## src/rtl/sdr_rdata_fifo_pkg.sv

```systemverilog
// Shared sizing defaults for the SDRAM read-data FIFO and its register-file storage.
package sdr_rdata_fifo_pkg;
    localparam int SDR_RDF_DW = 16;   // matches sdr_DQ
    localparam int SDR_RDF_AW = 4;    // 16 entries
    localparam int SDR_RDF_CW = 12;   // matches sdr_rd_byte_cnt
endpackage

```

## src/rtl/sdr_fifo_mem.sv

```systemverilog
// DEPTH x DW register file: one synchronous write port, one asynchronous read port.
module sdr_fifo_mem #(
    parameter int DW = 16,
    parameter int AW = 4
) (
    input  logic          clk,
    input  logic          wr_en,
    input  logic [AW-1:0] wr_addr,
    input  logic [DW-1:0] wr_data,
    input  logic [AW-1:0] rd_addr,
    output logic [DW-1:0] rd_data
);
    localparam int DEPTH = 1 << AW;

    // Contents are don't-care after reset, so the array carries no reset.
    logic [DW-1:0] mem [DEPTH];

    always_ff @(posedge clk) begin
        if (wr_en) mem[wr_addr] <= wr_data;
    end

    assign rd_data = mem[rd_addr];
endmodule

```

## src/rtl/sdr_rdata_fifo.sv

```systemverilog
// Read-data buffer behind sdr_rd: FWFT host stream, free-space report, request word counting.
module sdr_rdata_fifo
    import sdr_rdata_fifo_pkg::*;
#(
    parameter int DW = SDR_RDF_DW,
    parameter int AW = SDR_RDF_AW,
    parameter int CW = SDR_RDF_CW
) (
    input  logic          clk,
    input  logic          rst_n,
    input  logic          sdr_rd_req,
    input  logic [CW-1:0] sdr_rd_byte_cnt,
    input  logic          sdr_rdata_wr,
    input  logic [DW-1:0] sdr_rdata,
    output logic [AW:0]   sdr_rdata_unfilled_depth,
    output logic          host_rdata_vld,
    output logic [DW-1:0] host_rdata,
    input  logic          host_rdata_rdy,
    output logic          host_rdata_last,
    output logic          rd_xfer_done,
    output logic [AW:0]   fill_cnt,
    output logic          ovf_err
);
    localparam int            DEPTH   = 1 << AW;
    localparam logic [AW:0]   DEPTH_V = (AW+1)'(DEPTH);
    localparam logic [AW:0]   FILL_1  = (AW+1)'(1);
    localparam logic [AW-1:0] PTR_1   = AW'(1);
    localparam logic [CW-1:0] REM_0   = '0;
    localparam logic [CW-1:0] REM_1   = CW'(1);

    logic [AW-1:0] wptr, rptr;
    logic [CW-1:0] remaining;
    logic          push, pop;

    assign pop  = host_rdata_vld & host_rdata_rdy;
    // Full still accepts a push when the head leaves in the same cycle.
    assign push = sdr_rdata_wr & ((fill_cnt < DEPTH_V) | pop);

    assign host_rdata_vld           = (fill_cnt != '0);
    assign host_rdata_last          = host_rdata_vld & (remaining == REM_1);
    assign sdr_rdata_unfilled_depth = DEPTH_V - fill_cnt;

    sdr_fifo_mem #(.DW(DW), .AW(AW)) u_mem (
        .clk     (clk),
        .wr_en   (push & ~sdr_rd_req),
        .wr_addr (wptr),
        .wr_data (sdr_rdata),
        .rd_addr (rptr),
        .rd_data (host_rdata)
    );

    always_ff @(posedge clk or negedge rst_n) begin
        if (!rst_n) begin
            wptr         <= '0;
            rptr         <= '0;
            fill_cnt     <= '0;
            remaining    <= '0;
            ovf_err      <= 1'b0;
            rd_xfer_done <= 1'b0;
        end else if (sdr_rd_req) begin
            // Flush wins: any push or pop in this cycle is discarded.
            wptr         <= '0;
            rptr         <= '0;
            fill_cnt     <= '0;
            remaining    <= sdr_rd_byte_cnt;
            ovf_err      <= 1'b0;
            rd_xfer_done <= 1'b0;
        end else begin
            if (push) wptr <= wptr + PTR_1;
            if (pop)  rptr <= rptr + PTR_1;
            case ({push, pop})
                2'b10:   fill_cnt <= fill_cnt + FILL_1;
                2'b01:   fill_cnt <= fill_cnt - FILL_1;
                default: fill_cnt <= fill_cnt;
            endcase
            if (sdr_rdata_wr & ~push) ovf_err <= 1'b1;
            // Surplus words popped at zero leave the count alone.
            if (pop && remaining != REM_0) remaining <= remaining - REM_1;
            rd_xfer_done <= pop & (remaining == REM_1);
        end
    end
endmodule
```

## config.mk

```make
export PLATFORM = sky130hd
export DESIGN_NAME = sdr_rdata_fifo
export DESIGN_NICKNAME = d
export VERILOG_FILES = /design/src/rtl/sdr_rdata_fifo_pkg.sv /design/src/rtl/sdr_fifo_mem.sv /design/src/rtl/sdr_rdata_fifo.sv
export SDC_FILE = /design/constraint.sdc
export NUM_CORES = 1
export LEC_CHECK = 0
export ABC_AREA = 1
export CORE_MARGIN = 2
export CORE_UTILIZATION = 50
export CTS_CLUSTER_DIAMETER = 80
export DETAILED_ROUTE_END_ITERATION = 12
export DONT_BUFFER_PORTS = 1
export SLEW_MARGIN = 20
export SYNTH_ARGS = -nofsm -noshare
export SYNTH_HDL_FRONTEND = slang
export SYNTH_SLANG_ARGS = --single-unit
```

## constraint.sdc

```tcl
create_clock -name clk -period 3.1 [get_ports clk]
set_input_delay 0.155 -clock clk [delete_from_list [all_inputs] [get_ports clk]]
set_output_delay 0.155 -clock clk [all_outputs]
set_load 0.02 [all_outputs]
```

# --- After elaboration in Yosys (flattened, before gate mapping) ---
# Memory sizes are Yosys's and may differ from the RTL's.
# Index checks and enable logic that the tools add are counted.
# W data, S select, Z words.
classes:
  addsub: 6
  eq_ne: 3
  magnitude_cmp: 1
  n_reduce_logical: 8
  n_bitwise: 9
  mux: 13
op_table:
  columns: ["op", "count"]
  rows:
  - ["$mux W12", 2]
  - ["$mux W4", 4]
  - ["$eq A12 B1 Y1 const B", 1]
  - ["$reduce_bool A12 Y1", 1]
  - ["$sub A12 B1 Y12 const B", 1]
  - ["$pmux W5 S2", 1]
  - ["$add A4 B1 Y4 const B", 2]
  - ["$reduce_bool A2 Y1", 4]
  - ["$and A1 B1 Y1", 6]
  - ["$add A5 B1 Y5 const B", 1]
  - ["$lt A5 B5 Y1 const B", 1]
  - ["$mux W1", 5]
  - ["$mux W5", 1]
  - ["$reduce_bool A5 Y1", 1]
  - ["$sub A5 B1 Y5 const B", 1]
  - ["$sub A5 B5 Y5 const A", 1]
  - ["$reduce_bool A3 Y1", 1]
  - ["$eq A2 B1 Y1 const B", 1]
  - ["$eq A2 B2 Y1 const B", 1]
  - ["$not A1 Y1", 2]
  - ["$logic_and A1 B1 Y1", 1]
  - ["$or A1 B1 Y1", 1]
totals:
  input_bits: 33
  register_bits: 27
  elab_cells: 47
  n_memories: 1
  mem_bits_rw: 256
memory_table:
  columns: ["name", "depth", "word_bits", "rd", "rd_ports_with_merged_regs", "write_ports", "line", "source"]
  rows:
  - ["u_mem.mem", 16, 16, 1, 0, 1, "sdr_fifo_mem.sv:16", "logic [DW-1:0] mem [DEPTH];"]

# --- Longest topological paths before layout ---
depth:
  word_depth: 8
  ltp_mapped: 17
  depth_no_buf: 17

# --- Cells and area by module ---
# A second synthesis with hierarchy kept.
unflattened:
  hier_cells: 1340
  hier_area_um2: 13036.3
by_module_without_submodules:
  columns: ["mod", "seq_area_each_um2", "area_per_inst_um2", "cells_each", "instances"]
  rows:
  - ["sdr_fifo_mem", 7687.4, 11060.6, 1058, 1]
  - ["sdr_rdata_fifo", 675.6, 1975.6, 282, 1]

# --- Least setup slack after synthesis ---
# Ideal clock, no wire load.
synth_timing:
  kind: "register to register"
  from: "register fill_cnt[0]"
  to: "memory u_mem.mem[10][0], enable pin"
  arrival_time_ps: 2671
  setup_ps: 388
  synth_period_minus_slack_ps: 3059
  stages_incl_launch_ff: 13
  setup_slack_ps: 41
  required_time_ps: 2712
  cell_sequence: "dfrtp_1 inv_1 ha_1 nand2_1 nor2_1 ha_1 inv_1 nand2_2 nand2_1 nand2_1 inv_1 nand2_1 nor2_1"
synth_between:
  elab_chain_len: 7
  word_cells_on_any_way: 8
synth_rtl:
  columns: ["element", "line", "source"]
  rows:
  - ["from (decl)", "sdr_rdata_fifo.sv:21", "output logic [AW:0] fill_cnt,"]
  - ["from (signal assigned)", "sdr_rdata_fifo.sv:72", "2'b10: fill_cnt <= fill_cnt + FILL_1;"]
  - ["from (signal assigned)", "sdr_rdata_fifo.sv:73", "2'b01: fill_cnt <= fill_cnt - FILL_1;"]
  - ["from (signal assigned)", "sdr_rdata_fifo.sv:74", "default: fill_cnt <= fill_cnt;"]
  - ["$reduce_bool A5 Y1", "sdr_rdata_fifo.sv:39", "assign host_rdata_vld = (fill_cnt != '0);"]
  - ["via host_rdata_vld", "sdr_rdata_fifo.sv:16", "output logic host_rdata_vld,"]
  - ["$and A1 B1 Y1", "sdr_rdata_fifo.sv:35", "assign pop = host_rdata_vld & host_rdata_rdy;"]
  - ["$or A1 B1 Y1", "sdr_rdata_fifo.sv:37", "assign push = sdr_rdata_wr & ((fill_cnt < DEPTH_V) | pop);"]
  - ["$and A1 B1 Y1", "sdr_rdata_fifo.sv:37", null]
  - ["$and A1 B1 Y1", "sdr_rdata_fifo.sv:45", ".wr_en (push & ~sdr_rd_req),"]
  - ["$mux W1", "sdr_fifo_mem.sv:19", "if (wr_en) mem[wr_addr] <= wr_data;"]
  - ["$mux W1 (not written as such)", "sdr_fifo_mem.sv:19", null]
  - ["to (decl)", "sdr_fifo_mem.sv:16", null]
# The timed path passes the listed nets, and every way through them passes these cells.

# --- Worst setup path after layout ---
layout_timing:
  from: "register rptr[0]"
  to: "output host_rdata[15]"
layout_between:
  elab_chain_len: 1
layout_rtl:
  columns: ["element", "line", "source"]
  rows:
  - ["from (decl)", "sdr_rdata_fifo.sv:31", "logic [AW-1:0] wptr, rptr;"]
  - ["from (signal assigned)", "sdr_rdata_fifo.sv:70", "if (pop) rptr <= rptr + PTR_1;"]
  - ["$mem_v2 Z16 W16", null, null]
  - ["to (decl)", "sdr_rdata_fifo.sv:17", "output logic [DW-1:0] host_rdata,"]
# No other way between the ends.

==> summary.md <==
## Logic synthesis
* 0% — fraction of synthesized area in multiplexers
* 69.5% — part of the Yosys area used for sequential elements
* sky130_fd_sc_hd__edfxtp_1 — post-synthesis cell type with the largest combined area
* simple AND/OR/NAND/NOR gates — largest family of logic cells by synthesized area
* 13.5% — basic-gate share of the synthesized area counting and, or, nand and nor cells
* 10.8% — compound-gate portion of the synthesized area
* 283 — number of synthesized register bits
* 0 — Yosys warning total
* 28 — number of distinct library cells after synthesis
* 1040 — Synth Instances
* 12000 um2 — post-synthesis instance area
* 11.6 um2 — average cell area after synthesis
* 1.52% — adder-cell area share of the yosys netlist
* sky130_fd_sc_hd__edfxtp_1 64%, sky130_fd_sc_hd__nor2_1 6.8%, sky130_fd_sc_hd__dfrtp_1 5.6%, sky130_fd_sc_hd__o21ai_0 4.3%, sky130_fd_sc_hd__o211ai_1 4.0% — synth top area cells
* 63.9% — fraction of synthesized cell area taken by the top area cell type
* 1087 — nets in the synthesized netlist
* 0.583% — XOR/XNOR share of the synthesized area

## Floorplanning
* 25300 um2 — area of the die
* 159 um — width of the die
* 51.1% — Initial Utilization
* 159 um — die extent in y
* 56 — cell row count
* 63 — number of top-level pins
* 23500 um2 — area of the core region

## Layout
* 1995 — Filler Cell Count
* 1430 — number of non-filler instances in the completed layout
* 16.1% — Layout area overhead
* 1133 — net count of the finished layout
* 10.6% — share of cells above drive strength 1
* 14000 um2 — post-route cell area

## CTS
* 283 — CTS sink cnt
* 30 — clock buffers created by TritonCTS
* 3 — number of buffers on the longest clock path
* 550 ps — latest clock arrival within the worst-skew pair
* 60 ps — clock slew at the register clock pins of the worst setup and hold paths
* 1 — number of levels in the clock H-tree
* yes — TritonCTS clock tree
* sky130_fd_sc_hd__clkbuf_16 — root buffer cell

## Worst setup path
* output pin — element type at the critical path end
* 2940 ps — required time of the worst setup path
* rptr[0] — launching instance or port of the critical path
* 360 ps — worst setup slack for register-to-register paths
* 41 — biggest fanout along the worst timing path
* fill_cnt[1] — critical register-to-register path startpoint
* register to output pin — class of the most critical setup path
* 2670 ps — Arr. time, crit path
* register — Worst Setup Start Kind

## Route
* 5 — detailed-router iteration count before antenna repair
* 28.7 mm — drt total wl
* 905 — initial detailed-routing violation count
* 0 — number of nets still failing antenna checks after routing
* 20.1 um — DR WL/cell
* 5.57 — post-detailed-route via-to-cell ratio
* 7969 — total vias in the final route
* 0 — DRC violation count after routing

## Timing
* 45.9% — headroom to the max-slew limit
* 0 ps — setup TNS
* 809 ps — slew of the pin with the lowest slew margin
* 91.2% — final worst-path cycle share
* 9.16 ps — final setup skew
* 0 — number of max-slew violations in the final report
* 45.9 ps — final hold slack
* 0 — final hold violations
* false — unrepaired setup endpoints after global routing
* 0 — setup violation total in the final timing report
* 354 MHz — maximum operating frequency
* 2830 ps — final worst path period need
* 274 ps — least setup slack across all paths after layout

## Pwr
* 25.1% — combinational power share
* 7.63 mW — Internal Power
* 0.000502 V — VDD IR-drop max
* 34.2% — clock share of power
* 4.92 nW — Leak
* 814 nW/um2 — cell area power density
* 40.7% — sequential group share of total power
* 32.9% — switching power as a share of total power
* 3.74 mW — switching pwr

## Global route
* met2 — global routing's busiest layer
* 3.18% — GR met3 Demand/Resource
* 34.5% — met1 demand-to-capacity share in global routing
* 0 — total grt overflow
* 22.8% — Tot GR Track Use
* 45.3 mm — wire length of the first global-routing pass
* 85 — pin count of the biggest net entering global routing
* 0 — initial antenna violation count
* 7677 — number of global-route vias before repair
* 35.3% — met2 track demand over resource

## Placement
* 0 — number of buffer cells added on primary ports
* 1339 — cell count after placement
* 17.6 mm — dpl hpwl
* 12500 um2 — instance area at placement
* 302 ps — Post-Place Setup Slack
* 0.803 — Final Wtd Congestion

## Flow run
* 0 — count of max-cap constraint violations

## Run status
* finished clean — status

## Hold path
* input pin to async pin — min-delay worst type

-- per-stage QoR --
stage	utilization, %	total power [mW]
finish	59.3	11.4
CTS	59.3	11.4
global route	59.3	12.0
global placement	53.2	7.45
detailed placement	53.2	7.46
floorplan	-	6.72
-- cell families (layout without fill, tap and decap cells) --
group,Yosys count,count (layout)
flip-flops,283,283
buffers and inverters,110,180
XOR/XNOR,8,8
AND/OR/NAND/NOR,400,400
AO/OA/AOI/OAI,225,225
adder cells (fa/ha/maj),14,14
other,0,1
-- cell type report --
type | count | area (um2) | area share (%)
Clock inverter | 21 | 292 | 2.09
Antenna cell | 1 | 2.50 | 0.0179
Clock buffer | 35 | 791 | 5.66
Multi-Input combinational cell | 647 | 3220 | 23.0
Tap cell | 319 | 399 | 2.86
Sequential cell | 283 | 8370 | 59.9
Timing Repair Buffer | 75 | 708 | 5.07
Inverter | 49 | 186 | 1.33
-- sequential cells by signal (all words and copies together) (netlist names) --
| name | count |
|---|---|
| u_mem.mem | 256 |
| remaining | 12 |
| fill_cnt | 5 |
| rptr | 4 |
| wptr | 4 |
| ovf_err | 1 |
| rd_xfer_done | 1 |
-- placed cells by master (no fill, tap or decap), drive strengths merged --
cell and n:
a21oi 18, bufinv 7, or2 3, buf 42, xor2 6, clkinv 13
clkbuf 35, nand4 8, dfrtp 27, nand2 102, fa 1, dlygate4sd3 33
xnor2 2, nor3 3, a211oi 1, clkinvlp 2, inv 48, nand3 64
ha 13, o211ai 64, edfxtp 256, nor2 220, diode 1, o21ai 142
-- synthesized netlist by cell type (all sizes together) --
| library cell | count |
|---|---|
| clkbuf | 29 |
| xnor2 | 2 |
| edfxtp | 256 |
| inv | 48 |
| o211ai | 64 |
| fa | 1 |
| dfrtp | 27 |
| ha | 13 |
| buf | 32 |
| xor2 | 6 |
| nor3 | 3 |
| or2 | 3 |
| nand4 | 8 |
| o21ai | 142 |
| nand3 | 64 |
| nor2 | 220 |
| a21oi | 18 |
| clkinv | 1 |
| a211oi | 1 |
| nand2 | 102 |
-- critical path, cell delays in order, from the launching register on --
cell	delay, ps
sky130_fd_sc_hd__dfrtp_4	630
sky130_fd_sc_hd__inv_4	280
sky130_fd_sc_hd__buf_12	250
sky130_fd_sc_hd__nor2_1	70
sky130_fd_sc_hd__nor2_1	140
sky130_fd_sc_hd__o21ai_0	120
sky130_fd_sc_hd__o211ai_1	180
sky130_fd_sc_hd__nand3_1	160
sky130_fd_sc_hd__nand2_1	220
-- worst paths after layout --
| kind | end | cells past startpoint |
|---|---|---|
| worst max register to register | u_mem.mem[6][6] | 13 |
| worst min-delay path | ovf_err | 2 |
| worst min register to register | remaining[0] | 2 |
| min in group clk | fill_cnt[1] | 4 |
| max in group asynchronous | rptr[0] | 2 |
| worst max-delay path | host_rdata[15] | 8 |
-- power groups by stage --
stage / clock (mW) / sequential [mW] / combinational, mW
global route: 4.09 / 4.66 / 3.22
floorplan: 0 / 4.55 / 2.17
CTS: 3.94 / 4.63 / 2.88
detailed placement: 0 / 4.70 / 2.75
finish: 3.89 / 4.63 / 2.85
global placement: 0 / 4.70 / 2.75
-- layer usage --
metal | wire length, um | vias up
met2 | 13200 | 264
met3 | 1800 | 40
met1 | 13200 | 3871
li1 | - | 3794
met4 | 552 | 0
met5 | 0 | -
-- what timing repair did --
item | CTS | global route
buffers inserted | 0 | 0
resized for setup | 0 | 1
hold endpoints to repair | 305 | 0
endpoints found under the setup margin | 0 | 25
hold buffers | 34 | 0
No activity file was read; power rests on OpenSTA's default activity.
